**src/rtl/ddr3_fill_reader.sv**
```systemverilog
// Streams one fill of 128-bit DDR3 bursts from the controller's native app interface into the
// data FIFO, bounding the number of read commands whose data has not yet returned.
module ddr3_fill_reader #(
  parameter int unsigned MAX_OUTSTANDING = 32,
  parameter int unsigned ADDR_PAD        = 3
) (
  input  logic         clk,
  input  logic         reset,
  input  logic [22:0]  ddr3_rd_start_addr,
  input  logic [23:0]  ddr3_rd_burst_cnt,
  input  logic         enable_reading,
  output logic         reading_done,
  output logic         app_en,
  output logic [2:0]   app_cmd,
  output logic [25:0]  app_addr,
  input  logic         app_rdy,
  input  logic [127:0] app_rd_data,
  input  logic         app_rd_data_valid,
  input  logic         fifo_prog_full,
  output logic         fifo_wr_en,
  output logic [127:0] fifo_din,
  output logic         overflow_err,
  input  logic         fifo_full
);

  localparam int unsigned OutW = $clog2(MAX_OUTSTANDING + 1);

  typedef enum logic [2:0] {StIdle, StIssue, StDrain, StDone, StFlush} state_e;

  state_e          state_q, state_d;
  logic [22:0]     burst_addr_q, burst_addr_d;
  logic [23:0]     cmd_left_q, cmd_left_d;
  logic [23:0]     data_left_q, data_left_d;
  logic [OutW-1:0] outstanding_q, outstanding_d;
  logic            app_en_q, app_en_d;
  logic            wr_en_q, wr_en_d;
  logic [127:0]    din_q, din_d;
  logic            done_q, done_d;
  logic            ovf_q, ovf_d;
  logic            accept, ret;

  assign accept = app_en_q && app_rdy;
  // Returns are counted against outstanding in every state that can have requests in flight.
  assign ret    = app_rd_data_valid &&
                  (state_q == StIssue || state_q == StDrain || state_q == StFlush);

  always_comb begin
    state_d       = state_q;
    burst_addr_d  = burst_addr_q;
    cmd_left_d    = cmd_left_q;
    data_left_d   = data_left_q;
    outstanding_d = outstanding_q;
    app_en_d      = app_en_q && !app_rdy;
    wr_en_d       = 1'b0;
    din_d         = din_q;
    done_d        = done_q;
    ovf_d         = ovf_q || (app_rd_data_valid && fifo_full);

    if (accept) begin
      burst_addr_d = burst_addr_q + 23'd1;
      cmd_left_d   = cmd_left_q - 24'd1;
    end

    case ({accept, ret})
      2'b10:   outstanding_d = outstanding_q + 1'b1;
      2'b01:   outstanding_d = outstanding_q - 1'b1;
      default: outstanding_d = outstanding_q;
    endcase

    unique case (state_q)
      StIdle: begin
        if (enable_reading) begin
          burst_addr_d = ddr3_rd_start_addr;
          cmd_left_d   = ddr3_rd_burst_cnt;
          data_left_d  = ddr3_rd_burst_cnt;
          state_d      = (ddr3_rd_burst_cnt == 24'd0) ? StDone : StIssue;
        end
      end
      StIssue, StDrain: begin
        if (!enable_reading) begin
          state_d = StFlush;
        end else begin
          if (app_rd_data_valid) begin
            wr_en_d     = 1'b1;
            din_d       = app_rd_data;
            data_left_d = data_left_q - 24'd1;
          end
          if (state_q == StIssue) begin
            if (accept && cmd_left_q == 24'd1) begin
              state_d = StDrain;
            end else if ((!app_en_q || accept) && cmd_left_d != '0 &&
                         outstanding_d < OutW'(MAX_OUTSTANDING) && !fifo_prog_full) begin
              app_en_d = 1'b1;
            end
          end else if (data_left_q == 24'd0) begin
            state_d = StDone;
            done_d  = 1'b1;
          end
        end
      end
      StDone: begin
        done_d = enable_reading;
        if (!enable_reading) begin
          state_d = StIdle;
        end
      end
      StFlush: begin
        // A raised command must finish its handshake before the count can be trusted.
        if (!app_en_q && outstanding_q == '0) begin
          state_d = StIdle;
        end
      end
      default: state_d = StIdle;
    endcase
  end

  always_ff @(posedge clk or posedge reset) begin
    if (reset) begin
      state_q       <= StIdle;
      burst_addr_q  <= '0;
      cmd_left_q    <= '0;
      data_left_q   <= '0;
      outstanding_q <= '0;
      app_en_q      <= 1'b0;
      wr_en_q       <= 1'b0;
      din_q         <= '0;
      done_q        <= 1'b0;
      ovf_q         <= 1'b0;
    end else begin
      state_q       <= state_d;
      burst_addr_q  <= burst_addr_d;
      cmd_left_q    <= cmd_left_d;
      data_left_q   <= data_left_d;
      outstanding_q <= outstanding_d;
      app_en_q      <= app_en_d;
      wr_en_q       <= wr_en_d;
      din_q         <= din_d;
      done_q        <= done_d;
      ovf_q         <= ovf_d;
    end
  end

  assign app_cmd      = 3'b001;
  assign app_addr     = {burst_addr_q, {ADDR_PAD{1'b0}}};
  assign app_en       = app_en_q;
  assign fifo_wr_en   = wr_en_q;
  assign fifo_din     = din_q;
  assign reading_done = done_q;
  assign overflow_err = ovf_q;

endmodule

```
**config.mk**
```make
export PLATFORM = sky130hd
export DESIGN_NAME = ddr3_fill_reader
export DESIGN_NICKNAME = d
export VERILOG_FILES = /design/src/rtl/ddr3_fill_reader.sv
export SDC_FILE = /design/constraint.sdc
export NUM_CORES = 1
export LEC_CHECK = 0
export CELL_PAD_IN_SITES_DETAIL_PLACEMENT = 1
export CELL_PAD_IN_SITES_GLOBAL_PLACEMENT = 2
export CORE_ASPECT_RATIO = 1.25
export CORE_MARGIN = 1.5
export CORE_UTILIZATION = 30
export CTS_CLUSTER_DIAMETER = 150
export DETAILED_ROUTE_END_ITERATION = 6
export HOLD_SLACK_MARGIN = 0.08
export MAX_ROUTING_LAYER = met4
export PLACE_DENSITY_LB_ADDON = 0.1
export SYNTH_ARGS = -nofsm -noshare
export SYNTH_HDL_FRONTEND = slang
export SYNTH_SLANG_ARGS = --single-unit
```
**constraint.sdc**
```tcl
create_clock -name clk -period 19.2 [get_ports clk]
set_clock_uncertainty 0.1 [all_clocks]
set_input_delay 1.92 -clock clk [delete_from_list [all_inputs] [get_ports clk]]
set_output_delay 1.92 -clock clk [all_outputs]
set_load 0.05 [all_outputs]
```
# [Word level (Yosys, flattened, before mapping)]
# Index checks and enable logic that the tools add are counted.
[totals] register_bits=212 out_inout_bits=161 input_bits=182 elab_cells=92
[op_classes] mux=32 n_eq_ne=16 n_addsub=5 magnitude_cmp=1 n_reduce_logical=28
[op_table] op="$mux 24" n=6
[op_table] op="$mux 23" n=3
[op_table] op="$logic_not 24->1" n=2
[op_table] op="$pmux 24 s2" n=1
[op_table] op="$sub 24x1->24 const B" n=2
[op_table] op="$eq 24x1->1 const B" n=1
[op_table] op="$reduce_bool 24->1" n=1
[op_table] op="$add 23x1->23 const B" n=1
[op_table] op="$mux 3" n=7
[op_table] op="$ne 2x2->1 const B" n=6
[op_table] op="$pmux 3 s4" n=1
[op_table] op="$pmux 6 s2" n=1
[op_table] op="$mux 1" n=11
[op_table] op="$logic_and 1x1->1" n=9
[op_table] op="$ne 4x4->1 const B" n=2
[op_table] op="$reduce_and 4->1" n=2
[op_table] op="$add 6x1->6 const B" n=1
[op_table] op="$eq 3x2->1 const B" n=2
[op_table] op="$logic_not 6->1" n=1
[op_table] op="$lt 6x6->1 const B" n=1
[op_table] op="$sub 6x1->6 const B" n=1
[op_table] op="$reduce_and 5->1" n=1
[op_table] op="$logic_or 1x1->1" n=4
[op_table] op="$reduce_bool 2->1" n=2
[op_table] op="other kinds (11)" n=13

# [Longest topological paths before layout]
[depth] ltp_word=14 ltp_mapped=12 ltp_nobuf=11

# [Least setup slack after synthesis]
# No wires, ideal clock.
[synth_timing] kind="input to register" start="input app_rdy" end="register app_en_q (netlist: app_en)" arrival_time_ps=4088 n_path_buf=1 path_stages=9 setup_ps=126 slack_ps=14886 t_required_ps=18974 cell_sequence="and2_1 > buf_4 > inv_1 > ha_1 > ha_1 > or4b_2 > o211ai_1 > mux2_2 > o32a_1"
[synth_via] elab_chain_cells=11 elab_cells_between_ends=19 cone_classes="order compare: 1; eq/ne: 2; mux: 7; reduce/logical: 9"
[synth_lines] element="start, declared" line_no="16" source="input logic app_rdy,"
[synth_lines] element="$logic_and 1x1->1" line_no="42" source="assign accept = app_en_q && app_rdy;"
[synth_lines] element="$eq 2x1->1 (tied with other cells)" line_no="64" source="case ({accept, ret})"
[synth_lines] element="$pmux 6 s2 or $reduce_bool 24->1 (tied branches)" line_no="64, 91"
[synth_lines] element="$lt 6x6->1 or $logic_and 1x1->1 (tied branches)" line_no="92, 91"
[synth_lines] element="$logic_and 1x1->1" line_no="91" source="end else if ((!app_en_q || accept) && cmd_left_d != '0 &&"
[synth_lines] element="$logic_and 1x1->1" line_no="92" source="outstanding_d < OutW'(MAX_OUTSTANDING) && !fifo_prog_full) begin"
[synth_lines] element="$mux 1" line_no="91"
[synth_lines] element="$mux 1" line_no="89" source="if (accept && cmd_left_q == 24'd1) begin"
[synth_lines] element="$mux 1" line_no="88" source="if (state_q == StIssue) begin"
[synth_lines] element="$mux 1" line_no="80" source="if (!enable_reading) begin"
[synth_lines] element="$mux 1 *" line_no="70" source="unique case (state_q)"
[synth_lines] element="via app_en_d" line_no="35" source="logic app_en_q, app_en_d;"
[synth_lines] element="end signal, assigned" line_no="135" source="app_en_q <= app_en_d;"
[synth_lines] element="end, declared" line_no="35"
# The timed path passes the listed nets; every way through them passes the cells marked *.
# A chain may end at the register's enable or synchronous reset.

# [Worst setup path after layout]
# Ends and elaborated chain as after synthesis.

==> impl_results.rst <==
.. list-table::
   :header-rows: 1

   * - Metric
     - Value
   * - Status
     - complete, no violations
   * - Full die area
     - 34,070 um2
   * - Most frequent CP cell
     - sky130_fd_sc_hd__ha_1
   * - Pin count of the biggest net entering global routing
     - between 90 and 100
   * - Met1 demand-to-capacity share in global routing
     - 22.96%
   * - Max Buffers Root-to-Sink
     - 3
   * - Boundary pin count
     - 343
   * - Total length of routed wires
     - 33,730 um
   * - MaxCap Viol Count
     - 0
   * - Root cell of the clock tree
     - sky130_fd_sc_hd__clkbuf_16
   * - Number of violations reported at the end of detailed-routing iteration 0
     - 378
   * - Library cells used by synthesis
     - 66
   * - Via Count
     - ~8k
   * - CTS-repair resized insts
     - 0
   * - Post-DR wirelength/cell
     - 20.54 um
   * - Number of levels the H-tree was split into
     - 1
   * - Total GRT Usage
     - 20.01%
   * - Initial core utilization
     - 30.34%
   * - Pwr Density
     - 190.6 nW/um2
   * - Fill cell count
     - 3,530
   * - Worst reg-to-reg path cell count
     - 8
   * - Die outline width
     - 165.4 um
   * - Worst slew margin relative to its limit
     - 34.93%
   * - Post-synthesis cell type with the largest combined area
     - sky130_fd_sc_hd__dfrtp_1
   * - Leading cell types in the layout, fill and taps excluded
     - sky130_fd_sc_hd__clkdlybuf4s50_1, sky130_fd_sc_hd__dfrtp_1, sky130_fd_sc_hd__mux2_2
   * - Delay-heaviest family, CP
     - simple AND/OR/NAND/NOR gates
   * - Class of the most critical setup path
     - in -> reg
   * - Worst-case register-to-register setup slack
     - 15.80 ns
   * - #FFs+latches synth
     - between 200 and 250
   * - Mean cell area of the mapped netlist
     - 11.21 um2
   * - Detail Route Antenna Nets
     - 0
   * - Clk_lat worst skew
     - ~0.52 ns
   * - Post-synthesis cell count
     - 882
   * - Endpoint kind of the worst setup timing path
     - flip-flop
   * - Hold buffer count at CTS
     - 0
   * - Initial antenna violation count
     - 6
   * - Met2 global-route usage
     - 34.22%
   * - Largest fanout on the critical path
     - 8
   * - Yosys warning count
     - 0
   * - Delay contributed by the slowest stage of the critical path
     - 0.62 ns
   * - Measured slew at the worst slew-check pin
     - 0.9761 ns
   * - Number of global-route vias before repair
     - ~8.4k
   * - Number of clock sinks
     - about 210
   * - IR drop worst, VDD
     - 0.1102 mV
   * - Period minus WS final
     - ~4.7 ns
   * - Area fraction of the dominant cell type after synthesis
     - 53.65%
   * - Row count
     - 74
   * - RePlAce Congestion
     - between 0.7 and 0.8
   * - Max Clk Rate
     - 0.2131 GHz
   * - Cells along the critical path
     - clkdlybuf4s50_1 > and2_1 > inv_1 > ha_1 > ha_1 > or4b_2 > o211ai_1 > mux2_2 > o32a_1
   * - CTS tree
     - done
   * - Global-route congestion overflow total
     - 0
   * - Count of unresolved DRC violations after routing
     - 0
   * - Worst Hold Depth
     - 1
   * - Final-stage net count
     - 1,396
   * - Arrival time of data at the critical path endpoint
     - 4.99 ns
   * - Placeable Area
     - 32,590 um2
   * - Kind of start point of the critical path
     - input pin
   * - Pre-Repair DR Iteration Count
     - 4
   * - Accumulated negative setup slack
     - 0 ns
   * - Area added between synthesis and finish
     - 45.37%
   * - Crit. path cell count
     - 9
   * - Final hold violation count
     - 0
   * - Sequential-to-total area share from yosys stat
     - 53.65%
   * - Clock edge transition at the registers on the reported setup and hold paths
     - ~0.06 ns
   * - Fraction of final layout cells with drive strength greater than 1
     - between 10% and 20%
   * - Summed instance area of the synthesized netlist
     - roughly 9900 um2
   * - Post-detail-place hpwl
     - 25,120 um
   * - Die height
     - between 200 and 250 um
   * - Flip-flop cell with the highest count after synthesis
     - sky130_fd_sc_hd__dfrtp_1
   * - Most area-consuming cells after synthesis
     - sky130_fd_sc_hd__dfrtp_1, sky130_fd_sc_hd__mux2_2, sky130_fd_sc_hd__o21ai_0, sky130_fd_sc_hd__nand2_1, sky130_fd_sc_hd__xnor2_1
   * - Global-route wire length before repair
     - 50,790 um
   * - CP bufs+invs
     - 2
   * - Number of buffers inserted to repair setup after CTS
     - 0
   * - Final setup violation count
     - 0
   * - Final cell utilization of the core
     - 44.11%
   * - Final Max Slew Viols
     - 0
   * - Number of buffers created by CTS
     - 25
   * - Critical path's slowest cell
     - sky130_fd_sc_hd__or4b_2
   * - P_leak
     - 5.578 nW
   * - Data required time of the worst path
     - 19.50 ns
   * - Number of enable-type register cells in the synthesized netlist
     - 0
   * - Number of I/O port buffers
     - 336
   * - Most frequent standard cell in the layout excluding fill and tap cells
     - sky130_fd_sc_hd__clkdlybuf4s50_1
   * - Worst hold path type
     - reg -> reg
   * - Routing layer with the top usage in global route
     - met2
   * - Via/cell ratio
     - 4.882
   * - M3 GR Usage
     - 5.258%
   * - Share of flip-flops with an asynchronous set or reset after synthesis
     - 100.0%
   * - Unrepaired setup endpoints after global routing
     - no
   * - Final cycle utilization of the critical path
     - between 20 and 25%
==> flip-flops by register name (all words and copies together), names as in the netlist <==
| register | flops |
|---|---|
| fifo_din | 128 |
| cmd_left_q | 24 |
| data_left_q | 24 |
| burst_addr_q | 23 |
| outstanding_q | 6 |
| state_q | 3 |
| app_en | 1 |
| fifo_wr_en | 1 |
| overflow_err | 1 |
| reading_done | 1 |
==> metrics by stage <==
step,total power [W],instances,worst slack (ns),area (um2),hold slack [ns]
2_1_floorplan,0.001786,886,11.39,9903,0.3643
3_3_place_gp,0.002306,1596,13.98,13640,0.3419
3_5_place_dp,0.002331,1596,13.97,13640,0.3475
4_1_cts,0.002779,1636,14.52,14360,0.3620
5_1_grt,0.002896,1642,14.34,14380,0.3869
6_report,0.002740,1642,14.51,14380,0.3589
==> final timing paths <==
check / to / from
worst min register to register: overflow_err / overflow_err
worst min-delay path: overflow_err / overflow_err
worst max-delay path: app_en / app_rdy
min in group asynchronous: data_left_q[18] / reset
worst max register to register: app_en / state_q[2]
max in group asynchronous: app_en / reset
==> layer usage <==
layer | vias up | wire length (um)
li1 | 3784 | -
met1 | 3956 | 13370
met2 | 238 | 17020
met3 | 38 | 2662
met4 | 0 | 671
met5 | - | 0
==> cell families (layout without fill, tap and decap cells) <==
| group | after synthesis | in the layout | synth area share (%) |
|---|---|---|---|
| multiplexers | 133 | 133 | 15.12 |
| flip-flops | 212 | 212 | 53.65 |
| XOR/XNOR | 49 | 49 | 4.340 |
| AO/OA/AOI/OAI | 153 | 153 | 9.427 |
| adder cells (fa/ha/maj) | 9 | 9 | 1.139 |
| other | 2 | 12 | 0.07595 |
| AND/OR/NAND/NOR | 260 | 260 | 13.36 |
| buffers and inverters | 64 | 396 | 2.885 |
==> report_power, final <==
| group | switching (W) | total [W] | internal (W) |
|---|---|---|---|
| clock network | 0.000183 | 0.000431 | 0.000248 |
| logic | 0.000924 | 0.00146 | 0.000538 |
| registers | 0.000180 | 0.000847 | 0.000666 |
==> cell type report <==
cell class,instances,area (um2),share of cell area [%]
antenna,6,15.01,0.1044
clock buffer,34,689.4,4.796
clock inverter,6,30.03,0.2089
inverter,12,52.55,0.3656
multi-input combinational,610,4337,30.17
sequential,212,5305,36.90
tap,418,523.0,3.638
timing repair buffer,344,3423,23.81
==> synth_stat cells (3+ instances only) <==
cell / n
sky130_fd_sc_hd__nor4_2: 5
sky130_fd_sc_hd__o21ai_0: 61
sky130_fd_sc_hd__or3_1: 9
sky130_fd_sc_hd__nor2b_1: 5
sky130_fd_sc_hd__ha_1: 9
sky130_fd_sc_hd__mux2_2: 131
sky130_fd_sc_hd__o21a_1: 3
sky130_fd_sc_hd__xnor2_1: 28
sky130_fd_sc_hd__buf_4: 7
sky130_fd_sc_hd__nor2_1: 63
sky130_fd_sc_hd__buf_2: 15
sky130_fd_sc_hd__a31oi_1: 9
sky130_fd_sc_hd__nand4_1: 15
sky130_fd_sc_hd__nor3_1: 22
sky130_fd_sc_hd__and3_1: 5
sky130_fd_sc_hd__xor2_1: 21
sky130_fd_sc_hd__nand3_1: 13
sky130_fd_sc_hd__nor3b_1: 4
sky130_fd_sc_hd__dfrtp_1: 212
sky130_fd_sc_hd__inv_1: 12
sky130_fd_sc_hd__nand2_1: 77
sky130_fd_sc_hd__o22a_1: 5
sky130_fd_sc_hd__nor4_1: 15
sky130_fd_sc_hd__a21o_1: 3
sky130_fd_sc_hd__nand2b_1: 7
sky130_fd_sc_hd__o31ai_1: 3
sky130_fd_sc_hd__clkbuf_1: 29
sky130_fd_sc_hd__o22ai_1: 3
sky130_fd_sc_hd__a22o_1: 5
sky130_fd_sc_hd__a21oi_1: 35
sky130_fd_sc_hd__a211oi_1: 3
sky130_fd_sc_hd__or4_1: 5
(Power assumes the default switching activity.)
